### src/rtl/sync_fifo_pkg.sv
// Shared helpers for the thresholded synchronous FIFO: width arithmetic and
// parameter legality predicates evaluated at elaboration time by the top.
package sync_fifo_pkg;

  function automatic int addr_w(input int depth);
    return (depth > 1) ? $clog2(depth) : 1;
  endfunction

  // Pointers and the level output carry one extra wrap bit above the address.
  function automatic int level_w(input int depth);
    return addr_w(depth) + 1;
  endfunction

  function automatic bit is_pow2(input int v);
    return (v >= 2) && ((v & (v - 1)) == 0);
  endfunction

  function automatic bit af_thresh_ok(input int depth, input int th);
    return (th >= 1) && (th <= depth);
  endfunction

  function automatic bit ae_thresh_ok(input int depth, input int th);
    return (th >= 0) && (th <= depth - 1);
  endfunction

endpackage

### src/rtl/sync_fifo_ram.sv
// Simple dual-port storage array, no reset. Registered read port by default;
// asynchronous read when SYNC_FIFO_FWFT_EN is defined.
module sync_fifo_ram #(
  parameter int WIDTH  = 8,
  parameter int DEPTH  = 16,
  parameter int ADDR_W = 4
) (
  input  logic              clk,
  input  logic              we,
  input  logic [ADDR_W-1:0] waddr,
  input  logic [WIDTH-1:0]  wdata,
`ifndef SYNC_FIFO_FWFT_EN
  input  logic              re,
`endif
  input  logic [ADDR_W-1:0] raddr,
  output logic [WIDTH-1:0]  rdata
);

  logic [WIDTH-1:0] r_mem [DEPTH];

  always_ff @(posedge clk) begin
    if (we) r_mem[waddr] <= wdata;
  end

`ifdef SYNC_FIFO_FWFT_EN
  assign rdata = r_mem[raddr];
`else
  logic [WIDTH-1:0] r_q;

  // A same-address write in this edge is not forwarded: the head word is old data.
  always_ff @(posedge clk) begin
    if (re) r_q <= r_mem[raddr];
  end

  assign rdata = r_q;
`endif

endmodule

### src/rtl/sync_fifo_thresh.sv
// Single-clock FIFO with watermark flags, level, flush and sticky errors.
// Define SYNC_FIFO_FWFT_EN for first-word fall-through reads.
module sync_fifo_thresh
  import sync_fifo_pkg::*;
#(
  parameter int FIFO_WIDTH = 8,
  parameter int FIFO_DEPTH = 16,
  parameter int AF_THRESH  = 12,
  parameter int AE_THRESH  = 4
) (
  input  logic                            clk,
  input  logic                            rst_n,
  input  logic                            flush,
  input  logic                            clr_err,
  input  logic                            w_en,
  input  logic [FIFO_WIDTH-1:0]           data_write,
  input  logic                            r_en,
  output logic [FIFO_WIDTH-1:0]           data_read,
  output logic                            data_valid,
  output logic                            flag_full,
  output logic                            flag_empty,
  output logic                            almost_full,
  output logic                            almost_empty,
  output logic [level_w(FIFO_DEPTH)-1:0]  level,
  output logic                            overflow,
  output logic                            underflow
);

  localparam int ADDR_W = addr_w(FIFO_DEPTH);
  localparam int PTR_W  = level_w(FIFO_DEPTH);
  localparam logic [PTR_W-1:0] DEPTH_L = PTR_W'(FIFO_DEPTH);
  localparam logic [PTR_W-1:0] AF_L    = PTR_W'(AF_THRESH);
  localparam logic [PTR_W-1:0] AE_L    = PTR_W'(AE_THRESH);

  if (!is_pow2(FIFO_DEPTH)) begin : g_bad_depth
    $error("sync_fifo_thresh: FIFO_DEPTH must be a power of two >= 2");
  end
  if (FIFO_WIDTH < 1) begin : g_bad_width
    $error("sync_fifo_thresh: FIFO_WIDTH must be >= 1");
  end
  if (!af_thresh_ok(FIFO_DEPTH, AF_THRESH)) begin : g_bad_af
    $error("sync_fifo_thresh: AF_THRESH out of range 1..FIFO_DEPTH");
  end
  if (!ae_thresh_ok(FIFO_DEPTH, AE_THRESH)) begin : g_bad_ae
    $error("sync_fifo_thresh: AE_THRESH out of range 0..FIFO_DEPTH-1");
  end

  logic [PTR_W-1:0]      r_wr_ptr;
  logic [PTR_W-1:0]      r_rd_ptr;
  logic [PTR_W-1:0]      w_level;
  logic                  w_full;
  logic                  w_empty;
  logic                  w_rd_acc;
  logic                  w_wr_acc;
  logic                  w_ram_we;
  logic                  w_ram_re;
  logic                  w_ovf_set;
  logic                  w_udf_set;
  logic                  r_overflow;
  logic                  r_underflow;
  logic [FIFO_WIDTH-1:0] w_ram_q;

  assign w_level  = r_wr_ptr - r_rd_ptr;
  assign w_full   = (w_level == DEPTH_L);
  assign w_empty  = (w_level == '0);

  // A pop on a full FIFO frees the slot the push lands in during the same edge.
  assign w_rd_acc = r_en && !w_empty;
  assign w_wr_acc = w_en && (!w_full || w_rd_acc);

  // Flush discards any request made in its own cycle.
  assign w_ram_we  = w_wr_acc && !flush;
  assign w_ram_re  = w_rd_acc && !flush;
  assign w_ovf_set = w_en && !w_wr_acc && !flush;
  assign w_udf_set = r_en && !w_rd_acc && !flush;

  always_ff @(posedge clk) begin
    if (!rst_n) begin
      r_wr_ptr <= '0;
      r_rd_ptr <= '0;
    end else if (flush) begin
      r_wr_ptr <= '0;
      r_rd_ptr <= '0;
    end else begin
      if (w_ram_we) r_wr_ptr <= r_wr_ptr + 1'b1;
      if (w_ram_re) r_rd_ptr <= r_rd_ptr + 1'b1;
    end
  end

  // A new error in the same cycle as clr_err keeps the flag set.
  always_ff @(posedge clk) begin
    if (!rst_n) begin
      r_overflow  <= 1'b0;
      r_underflow <= 1'b0;
    end else begin
      if (w_ovf_set)    r_overflow <= 1'b1;
      else if (clr_err) r_overflow <= 1'b0;
      if (w_udf_set)    r_underflow <= 1'b1;
      else if (clr_err) r_underflow <= 1'b0;
    end
  end

  sync_fifo_ram #(
    .WIDTH  (FIFO_WIDTH),
    .DEPTH  (FIFO_DEPTH),
    .ADDR_W (ADDR_W)
  ) u_ram (
    .clk   (clk),
    .we    (w_ram_we),
    .waddr (r_wr_ptr[ADDR_W-1:0]),
    .wdata (data_write),
`ifndef SYNC_FIFO_FWFT_EN
    .re    (w_ram_re),
`endif
    .raddr (r_rd_ptr[ADDR_W-1:0]),
    .rdata (w_ram_q)
  );

`ifdef SYNC_FIFO_FWFT_EN
  assign data_valid = !w_empty;
  assign data_read  = w_empty ? '0 : w_ram_q;
`else
  logic r_data_valid;
  logic r_rd_started;

  // The RAM output register has no reset; mask it until the first real pop.
  always_ff @(posedge clk) begin
    if (!rst_n) begin
      r_data_valid <= 1'b0;
      r_rd_started <= 1'b0;
    end else begin
      r_data_valid <= w_ram_re;
      if (w_ram_re) r_rd_started <= 1'b1;
    end
  end

  assign data_valid = r_data_valid;
  assign data_read  = r_rd_started ? w_ram_q : '0;
`endif

  assign flag_full    = w_full;
  assign flag_empty   = w_empty;
  assign almost_full  = (w_level >= AF_L);
  assign almost_empty = (w_level <= AE_L);
  assign level        = w_level;
  assign overflow     = r_overflow;
  assign underflow    = r_underflow;

endmodule

### config.mk
export PLATFORM = sky130hd
export DESIGN_NAME = sync_fifo_thresh
export DESIGN_NICKNAME = d
export VERILOG_FILES = /design/src/rtl/sync_fifo_pkg.sv /design/src/rtl/sync_fifo_ram.sv /design/src/rtl/sync_fifo_thresh.sv
export SDC_FILE = /design/constraint.sdc
export NUM_CORES = 1
export LEC_CHECK = 0
export BUFFER_PORTS_ARGS = -buffer_cell sky130_fd_sc_hd__buf_2
export CORE_MARGIN = 2
export CORE_UTILIZATION = 45
export CTS_BUF_LIST = sky130_fd_sc_hd__clkbuf_8
export DETAILED_ROUTE_END_ITERATION = 16
export GPL_TIMING_DRIVEN = 0
export PLACE_DENSITY_LB_ADDON = 0.25
export SLEW_MARGIN = 20
export SYNTH_ARGS = -nofsm -noshare
export SYNTH_HDL_FRONTEND = slang
export SYNTH_SLANG_ARGS = --single-unit
### constraint.sdc
create_clock -name clk -period 4.4 [get_ports clk]
set_input_delay 0.66 -clock clk [delete_from_list [all_inputs] [get_ports clk]]
set_output_delay 0.66 -clock clk [all_outputs]
set_load 0.01 [all_outputs]
## Word level (Yosys, flattened, before mapping)

Memories as Yosys holds them, arrays and structs flattened. A register that Yosys moved wholly into a read port is not among the register bits.
Cells that the tools add are included.

| cells by class | value |
|---|---|
| bitwise operators | 1 |
| muxes and demuxes | 6 |
| equal/unequal tests | 1 |
| reductions and logical operators | 18 |
| magnitude comparators | 2 |
| add/sub/neg operators | 3 |

Operators with widths:

| operator | count |
|---|---|
| $add A5 B1 Y5 const B | 2 |
| $logic_and A1 B1 Y1 | 8 |
| $mux W8 | 1 |
| $eq A5 B5 Y1 const B | 1 |
| $ge A5 B4 Y1 const B | 1 |
| $le A5 B3 Y1 const B | 1 |
| $logic_not A1 Y1 | 5 |
| $logic_not A5 Y1 | 1 |
| $mux W1 | 5 |
| $sub A5 B5 Y5 | 1 |
| $reduce_bool A2 Y1 | 2 |
| $reduce_or A2 Y1 | 1 |
| $logic_or A1 B1 Y1 | 1 |
| $not A1 Y1 | 1 |

| storage, ports and cells | value |
|---|---|
| bits in registers | 14 |
| RAM bits | 128 |
| memories kept | 1 |
| logic and storage cells | 38 |

Memory list:

| memory | words | bits a word | read ports | clocked after Yosys merged registers in | write ports | RTL line | text |
|---|---|---|---|---|---|---|---|
| u_ram.r_mem | 16 | 8 | 1 | 1 | 1 | sync_fifo_ram.sv:19 | `logic [WIDTH-1:0] r_mem [DEPTH];` |

## Depth between registers and ports, before layout

Gate-level depths: netlist of run 1.

| depth | value |
|---|---|
| depth in word-level cells | 10 |
| mapped depth | 12 |

## By module

Synthesis of run 1 repeated with hierarchy kept, for this count alone.

| second synthesis, totals | value |
|---|---|
| cell total of the unflattened synthesis | 335 |
| area total of the unflattened synthesis | 6133.4 µm² |

By module, submodules not included:

| module | cells each | instances | area an instance (µm²) | seq. area each (µm²) |
|---|---|---|---|---|
| sync_fifo_ram | 229 | 1 | 5227.5 | 4083.9 |
| sync_fifo_thresh | 106 | 1 | 905.9 | 280.3 |

## Worst setup path after synthesis of run 1

No wires, ideal clock.

| timing | value |
|---|---|
| path type | register to register |
| start | reg r_rd_ptr[2] |
| end | mem u_ram.r_mem[3][0] (enable) |
| required time | 4.017 ns |
| data arrival time | 2.941 ns |
| period minus slack after synthesis | 3.324 ns |
| stages on the path, launching flop included | 10 |
| slack | 1.076 ns |
| path buffers | 2 |
| path through | dfxtp_1 buf_2 buf_1 clkinv_1 ha_1 xnor2_2 nor3b_2 mux2i_4 o311ai_2 nor3_1 |

| on the way | value |
|---|---|
| word-level cells in the longest chain between the ends | 9 |

RTL lines:

| what | RTL line | text |
|---|---|---|
| start: declaration | sync_fifo_thresh.sv:49 | `logic [PTR_W-1:0] r_rd_ptr;` |
| start signal: assignment | sync_fifo_thresh.sv:86 | `if (w_ram_re) r_rd_ptr <= r_rd_ptr + 1'b1;` |
| $sub A5 B5 Y5 * | sync_fifo_thresh.sv:63 | `assign w_level = r_wr_ptr - r_rd_ptr;` |
| via level[2] | sync_fifo_thresh.sv:24 | `output logic [level_w(FIFO_DEPTH)-1:0] level,` |
| $logic_not A5 Y1 | sync_fifo_thresh.sv:65 | `assign w_empty = (w_level == '0);` |
| $logic_not A1 Y1 | sync_fifo_thresh.sv:68 | `assign w_rd_acc = r_en && !w_empty;` |
| $logic_and A1 B1 Y1 | sync_fifo_thresh.sv:68 |  |
| $logic_or A1 B1 Y1 * | sync_fifo_thresh.sv:69 | `assign w_wr_acc = w_en && (!w_full \|\| w_rd_acc);` |
| $logic_and A1 B1 Y1 * | sync_fifo_thresh.sv:69 |  |
| $logic_and A1 B1 Y1 * | sync_fifo_thresh.sv:72 | `assign w_ram_we = w_wr_acc && !flush;` |
| $mux W1 * | sync_fifo_ram.sv:22 | `if (we) r_mem[waddr] <= wdata;` |
| $mux W1 (not written as such) * | sync_fifo_ram.sv:22 |  |
| end: declaration | sync_fifo_ram.sv:19 |  |

Mark *: on every way through the listed nets, which the timed path passes. The rest lies on a longest branch.

## Worst setup path in the final report of run 1

| timing | value |
|---|---|
| start | reg r_rd_ptr[2] |
| end | out almost_empty |

| on the way | value |
|---|---|
| word-level cells in the longest chain between the ends | 2 |

RTL lines:

| what | RTL line | text |
|---|---|---|
| $sub A5 B5 Y5 | sync_fifo_thresh.sv:63 |  |
| $le A5 B3 Y1 | sync_fifo_thresh.sv:144 | `assign almost_empty = (w_level <= AE_L);` |
| end: declaration | sync_fifo_thresh.sv:23 | `output logic almost_empty,` |

Every way passes these cells.

==> results of run 1 <==
[what timing repair did]
| action | CTS | global route |
|---|---|---|
| hold endpoints to repair | 0 | 0 |
| setup buffers | 0 | 0 |
| resized for setup | 0 | 1 |
| setup endpoints to repair | 0 | 83 |
[cells in the mapped netlist (4+ instances only)]
master | n | area share
dfxtp_1 | 14 | 0.045
and3_1 | 22 | 0.022
buf_2 | 4 | 0.0032
nand2_1 | 40 | 0.024
and2_1 | 12 | 0.012
edfxtp_1 | 136 | 0.66
ha_1 | 9 | 0.018
inv_1 | 6 | 0.0036
mux4_2 | 32 | 0.12
clkbuf_1 | 5 | 0.0030
nor2_1 | 11 | 0.0067
a31oi_1 | 8 | 0.0081
nor2b_1 | 7 | 0.0071
[cells by family after synthesis]
| group | share of synthesized area |
|---|---|
| DFF | 0.705 |
| buffers and inverters | 0.0184 |
| adders and majority gates | 0.0214 |
| muxes | 0.125 |
| xor gates and xnor gates | 0.0150 |
| AOI/OAI and AO/OA | 0.0291 |
| and+or+nand+nor | 0.0857 |
[power by group through the flow]
stage	logic [mW]	registers [mW]	clock network, mW
floorplan	0.0434	1.59	0
global placement	0.0845	1.59	0
detailed placement	0.0868	1.59	0
CTS	0.0873	1.56	1.04
global route	0.0953	1.56	1.11
finish	0.0858	1.56	1.02
[flip-flops by register name (all words and copies together), names as in the netlist]
name,flops
overflow,1
underflow,1
data_valid,1
r_rd_started,1
r_rd_ptr,5
u_ram.rdata,8
u_ram.r_mem,128
r_wr_ptr,5
[cell usage in the layout, fill, tap and decap left out, drive strengths merged]
cell type / instances
mux4: 32
nand4: 2
and2: 12
o21ai: 1
nand2b: 3
clkbuf: 22
o21a: 2
a21oi: 3
and3: 22
ha: 9
bufinv: 2
nand3b: 1
buf: 42
edfxtp: 136
a22o: 1
a211oi: 2
inv: 12
clkinvlp: 3
nor3b: 1
nand2: 40
o311ai: 2
o31ai: 1
mux2i: 4
nor3: 3
nand3: 1
o31a: 1
a31oi: 8
xnor2: 4
a31o: 1
dfxtp: 14
fa: 1
clkinv: 7
a22oi: 1
or3: 1
xor2: 4
nor2b: 7
nor2: 11
[final timing paths]
path,endpoint,cells after the start,startpoint
worst max-delay path,almost_empty,9,r_rd_ptr[2]
worst min register to register,r_wr_ptr[4],2,r_wr_ptr[4]
worst min-delay path,r_rd_started,2,rst_n
worst max register to register,u_ram.r_mem[13][2],9,r_rd_ptr[1]
[stage by stage]
step	util	hold slack (ns)	setup WS (ns)	std cells	power [mW]
floorplan	-	0.482	1.08	355	1.64
global placement	0.492	0.495	-0.0952	564	1.68
detailed placement	0.493	0.510	0.216	564	1.68
CTS	0.522	0.483	0.0110	596	2.69
global route	0.522	0.485	0.323	595	2.77
finish	0.522	0.497	0.620	595	2.67
[area by class of cell]
class                   instances  area [sq um]
well taps                     176           220
clock buffers                  17           234
plain buffers                  14          76.3
fillers                      1070          6380
inverters                       9          37.5
repair buffers                 33           165
multi-input cells             181          1710
flip-flops and latches        150          4360
clock inverters                15           154
[routing by layer]
metal	GRT usage	routed length (um)	up-vias
li1	-	-	1475
met1	0.253	5430	1644
met2	0.285	5740	98
met3	0.0395	747	16
met4	0.0682	263	0
met5	0	0	-
==> results.json, run 1 <==
{
  "synthFlopType": "edfxtp_1",
  "intPower_mw": 2.10,
  "switching_share": 0.215,
  "critPathRequiredTime_ns": 3.74,
  "slowest_stage": "ha_1",
  "finalCritPeriodShare": 0.859,
  "yosysUniqueCellTypes": 46,
  "critPathBufInv": 4,
  "start_kind": "register",
  "grt_pass1_wl_mm": 19.0,
  "grt_max_degree": 17,
  "drtIter0Drc": 361,
  "ys_ff_latch": 150,
  "port_buffers": 33,
  "async_reset_ff_frac": 0,
  "ir_drop_mv": 0.204,
  "switching_power_mw": 0.575,
  "routabilityCongestion": 0.807,
  "worstSetupEndpointType": "primary output",
  "clock_latency_ns": 0.43,
  "hold_path_class": "in -> reg",
  "reg2reg_slack_ns": 0.74,
  "syn_avg_cell_area_sq_um": 17.4,
  "status": "finished, final reports clean",
  "clock_sinks": 150,
  "seqPwrFrac": 0.584,
  "dieArea_sq_mm": 0.0147,
  "finalSetupTns_ns": 0,
  "fmax_ghz": 0.265,
  "cp.arrival_ns": 3.12,
  "crit_family": "buffers and inverters",
  "rsz0062_at_grt": "false",
  "areaGrowthSynthToFinish_pct": 12.6,
  "initial_core_util": 0.464,
  "maxSlewViolCount": 0,
  "crit_type": "reg -> out",
  "cp_slowest_stage_delay_ns": 0.47,
  "coreArea_sq_mm": 0.0133,
  "cts_tree": "yes",
  "synth_area_sq_mm": 0.00619,
  "ys_seq_area_frac": 0.705,
  "final_area_sq_mm": 0.00697,
  "place_area_sq_mm": 0.00658,
  "first_pass_iters": 4,
  "power.leakage_nw": 2.41,
  "fin_crit_ns": 3.78,
  "setup_viol": 0,
  "drc": 0,
  "cts_hold_buf": 0,
  "yosysWarnings": 0,
  "htree_levels": 4,
  "synth-edff-count": 136,
  "gr-total-overflow": 0,
  "maxCapViolCount": 0,
  "die_h_um": 121,
  "cts.root.buffer_cell": "clkbuf_8",
  "num_rows": 42,
  "clockBufferDepth": 2,
  "power_per_cell_area_mw_per_mm2": 383,
  "fin_skew_ns": 0.00607,
  "num_vias": 3233,
  "tightest_slew_ns": 0.827,
  "cp_cell_sequence": "buf_2 > clkinvlp_4 > ha_1 > nand2b_1 > a21oi_2 > xor2_2 > inv_2 > a211oi_1 > buf_2",
  "drtAntennaViolNets": 0,
  "synth_nets": 379,
  "hpwl_mm": 8.17,
  "dieWidth_um": 121,
  "drive_gt1_frac": 0.274,
  "track_usage": 0.182,
  "antenna_found_initial": 0,
  "relSlewSlack": 0.447,
  "clk_pin_slew_ns": 0.08,
  "hold_violations": 0,
  "wl_mm": 12.2,
  "postSynthCellCount": 355,
  "cpMostUsedCell": "buf_2",
  "pin_count": 34,
  "avgViaCountPerCell": 5.43,
  "combinationalPowerShare": 0.032,
  "grt_pass1_vias": 3329,
  "critPathMaxFanout": 19,
  "cts_made_buffers": 17,
  "finish.net_count": 430,
  "p_clk_frac": 0.383,
  "n_antenna_cell": 0,
  "wire_per_inst_um": 20.5
}
(Power assumes the default switching activity.)
==> run 2: changes to the inputs <==
--- a/config.mk
+++ b/config.mk
@@ -5,7 +5,7 @@
 export SDC_FILE = /design/constraint.sdc
 export NUM_CORES = 1
 export LEC_CHECK = 0
-export BUFFER_PORTS_ARGS = -buffer_cell sky130_fd_sc_hd__buf_2
+export BUFFER_PORTS_ARGS = -buffer_cell sky130_fd_sc_hd__clkbuf_2
 export CORE_MARGIN = 2
 export CORE_UTILIZATION = 45
 export CTS_BUF_LIST = sky130_fd_sc_hd__clkbuf_8
==> results.json, run 2 (synthesis gave the netlist of run 1 again) <==
{
  "status": "finished, final reports clean",
  "htree_levels": 4,
  "cp_slowest_stage_delay_ns": 0.46,
  "fin_crit_ns": 3.72,
  "cts.root.buffer_cell": "clkbuf_8",
  "hold_path_class": "in -> reg",
  "hpwl_mm": 8.24,
  "crit_type": "reg -> out",
  "num_rows": 42,
  "postCtsSetupBuffers": 0,
  "hold_path_depth": 2,
  "wl_mm": 12.5,
  "critPathRequiredTime_ns": 3.74,
  "maxCapViolCount": 0,
  "largest_reg_flops": 128,
  "pin_count": 34,
  "clk_pin_slew_ns": 0.08,
  "power_per_cell_area_mw_per_mm2": 387,
  "dieWidth_um": 121,
  "drive_gt1_frac": 0.270,
  "cp_cell_sequence": "buf_2 > clkinv_2 > ha_1 > nand2b_1 > a21oi_2 > xor2_2 > inv_2 > a211oi_1 > clkbuf_2",
  "ir_drop_mv": 0.192,
  "tightest_slew_ns": 0.848,
  "rsz0062_at_grt": "false",
  "slowest_stage": "ha_1",
  "start_kind": "register",
  "drtIter0Drc": 377,
  "antenna_found_initial": 0,
  "worstSetupEndpointType": "primary output",
  "clock_latency_ns": 0.44,
  "n_antenna_cell": 0,
  "dieArea_sq_mm": 0.0147,
  "top_register": "u_ram.r_mem",
  "power.leakage_nw": 2.40,
  "grt_pass1_vias": 3256,
  "num_vias": 3257,
  "port_buffers": 33,
  "routabilityCongestion": 0.800,
  "clock_sinks": 150,
  "reg2reg_slack_ns": 0.74,
  "cts_tree": "yes",
  "finalPower_mw": 2.70,
  "finish.net_count": 430,
  "rr_startpoint": "r_rd_ptr[1]",
  "mostFrequentLayoutCell": "edfxtp_1",
  "coreArea_sq_mm": 0.0133,
  "die_h_um": 121,
  "min_to": "r_rd_started",
  "setup_viol": 0,
  "finalSetupTns_ns": 0,
  "hold_violations": 0,
  "hold_path.startpoint": "rst_n",
  "gr-total-overflow": 0,
  "avgViaCountPerCell": 5.47,
  "maxSlewViolCount": 0,
  "relSlewSlack": 0.434,
  "cp.arrival_ns": 3.06,
  "fmax_ghz": 0.269,
  "drc": 0,
  "areaGrowthSynthToFinish_pct": 12.7,
  "utilization": 0.522,
  "final_cell_mix": "edfxtp_1 (136), nand2_1 (40), clkbuf_2 (33)",
  "r2r_cells": 9,
  "wire_per_inst_um": 21.0,
  "fin_skew_ns": 0.00865,
  "critPathMaxFanout": 19,
  "finalCritPeriodShare": 0.846,
  "r2r_end": "u_ram.r_mem[1][1]",
  "grt_max_degree": 17,
  "initial_core_util": 0.464,
  "clockBufferDepth": 2,
  "cts_made_buffers": 17,
  "drtAntennaViolNets": 0,
  "track_usage": 0.185,
  "grt_pass1_wl_mm": 18.9,
  "first_pass_iters": 5,
  "nFillCells": 1082
}
==> run 2: stage by stage <==
step | cells | setup WS, ns | area, sq um | hold slack, ns
CTS | 596 | 0.136 | 6980 | 0.460
detailed placement | 564 | 0.150 | 6580 | 0.511
global placement | 564 | -0.122 | 6570 | 0.495
finish | 595 | 0.679 | 6970 | 0.479
floorplan | 355 | 1.08 | 6190 | 0.482
global route | 595 | 0.385 | 6970 | 0.461
==> run 2: worst max-delay path, delay by kind of cell (launching register included) <==
kind	cells	cell delay, ns
buffers and inverters	4	1.01
adder cells (fa/ha/maj)	1	0.46
AO/OA/AOI/OAI	2	0.40
XOR/XNOR	1	0.35
flip-flops	1	0.30
AND/OR/NAND/NOR	1	0.09
==> run 2: how the worst max path moves through the flow <==
stage / from / endpoint / slack (ns) / cells past startpoint
floorplan: r_rd_ptr[2] / u_ram.r_mem[3][0] / 1.08 / 9
global placement: r_rd_ptr[2] / u_ram.r_mem[3][7] / -0.12 / 9
detailed placement: r_rd_ptr[2] / u_ram.r_mem[1][7] / 0.15 / 10
CTS: r_rd_ptr[2] / almost_empty / 0.14 / 10
global route: r_rd_ptr[2] / almost_empty / 0.39 / 9
finish: r_rd_ptr[2] / almost_empty / 0.68 / 9
==> run 2: layout make-up <==
type / instances / area, sq um / share of cell area
flip-flops and latches: 150 / 4360 / 0.626
multi-input cells: 181 / 1710 / 0.246
clock buffers: 17 / 234 / 0.0336
well taps: 176 / 220 / 0.0316
repair buffers: 33 / 165 / 0.0237
clock inverters: 15 / 163 / 0.0233
plain buffers: 14 / 76.3 / 0.0109
inverters: 9 / 35.0 / 0.00503
==> run 2: what timing repair did <==
item                       CTS  global route
gates resized for setup      1             0
setup endpoints to repair    1             1
hold buffers                 0             0
==> run 2: routing by layer <==
layer  wire length (um)  vias up  GRT usage
met1               5500     1659      0.255
met4                297        0     0.0790
met3                670       19     0.0456
met2               6030      103      0.283
met5                  0        -          0
li1                   -     1476          -
==> run 2: power breakdown <==
group	internal (mW)	total (mW)	switching (mW)
clock network	0.552	1.05	0.499
registers	1.56	1.56	0.00289
logic	0.0306	0.0871	0.0566
total	2.14	2.70	0.558
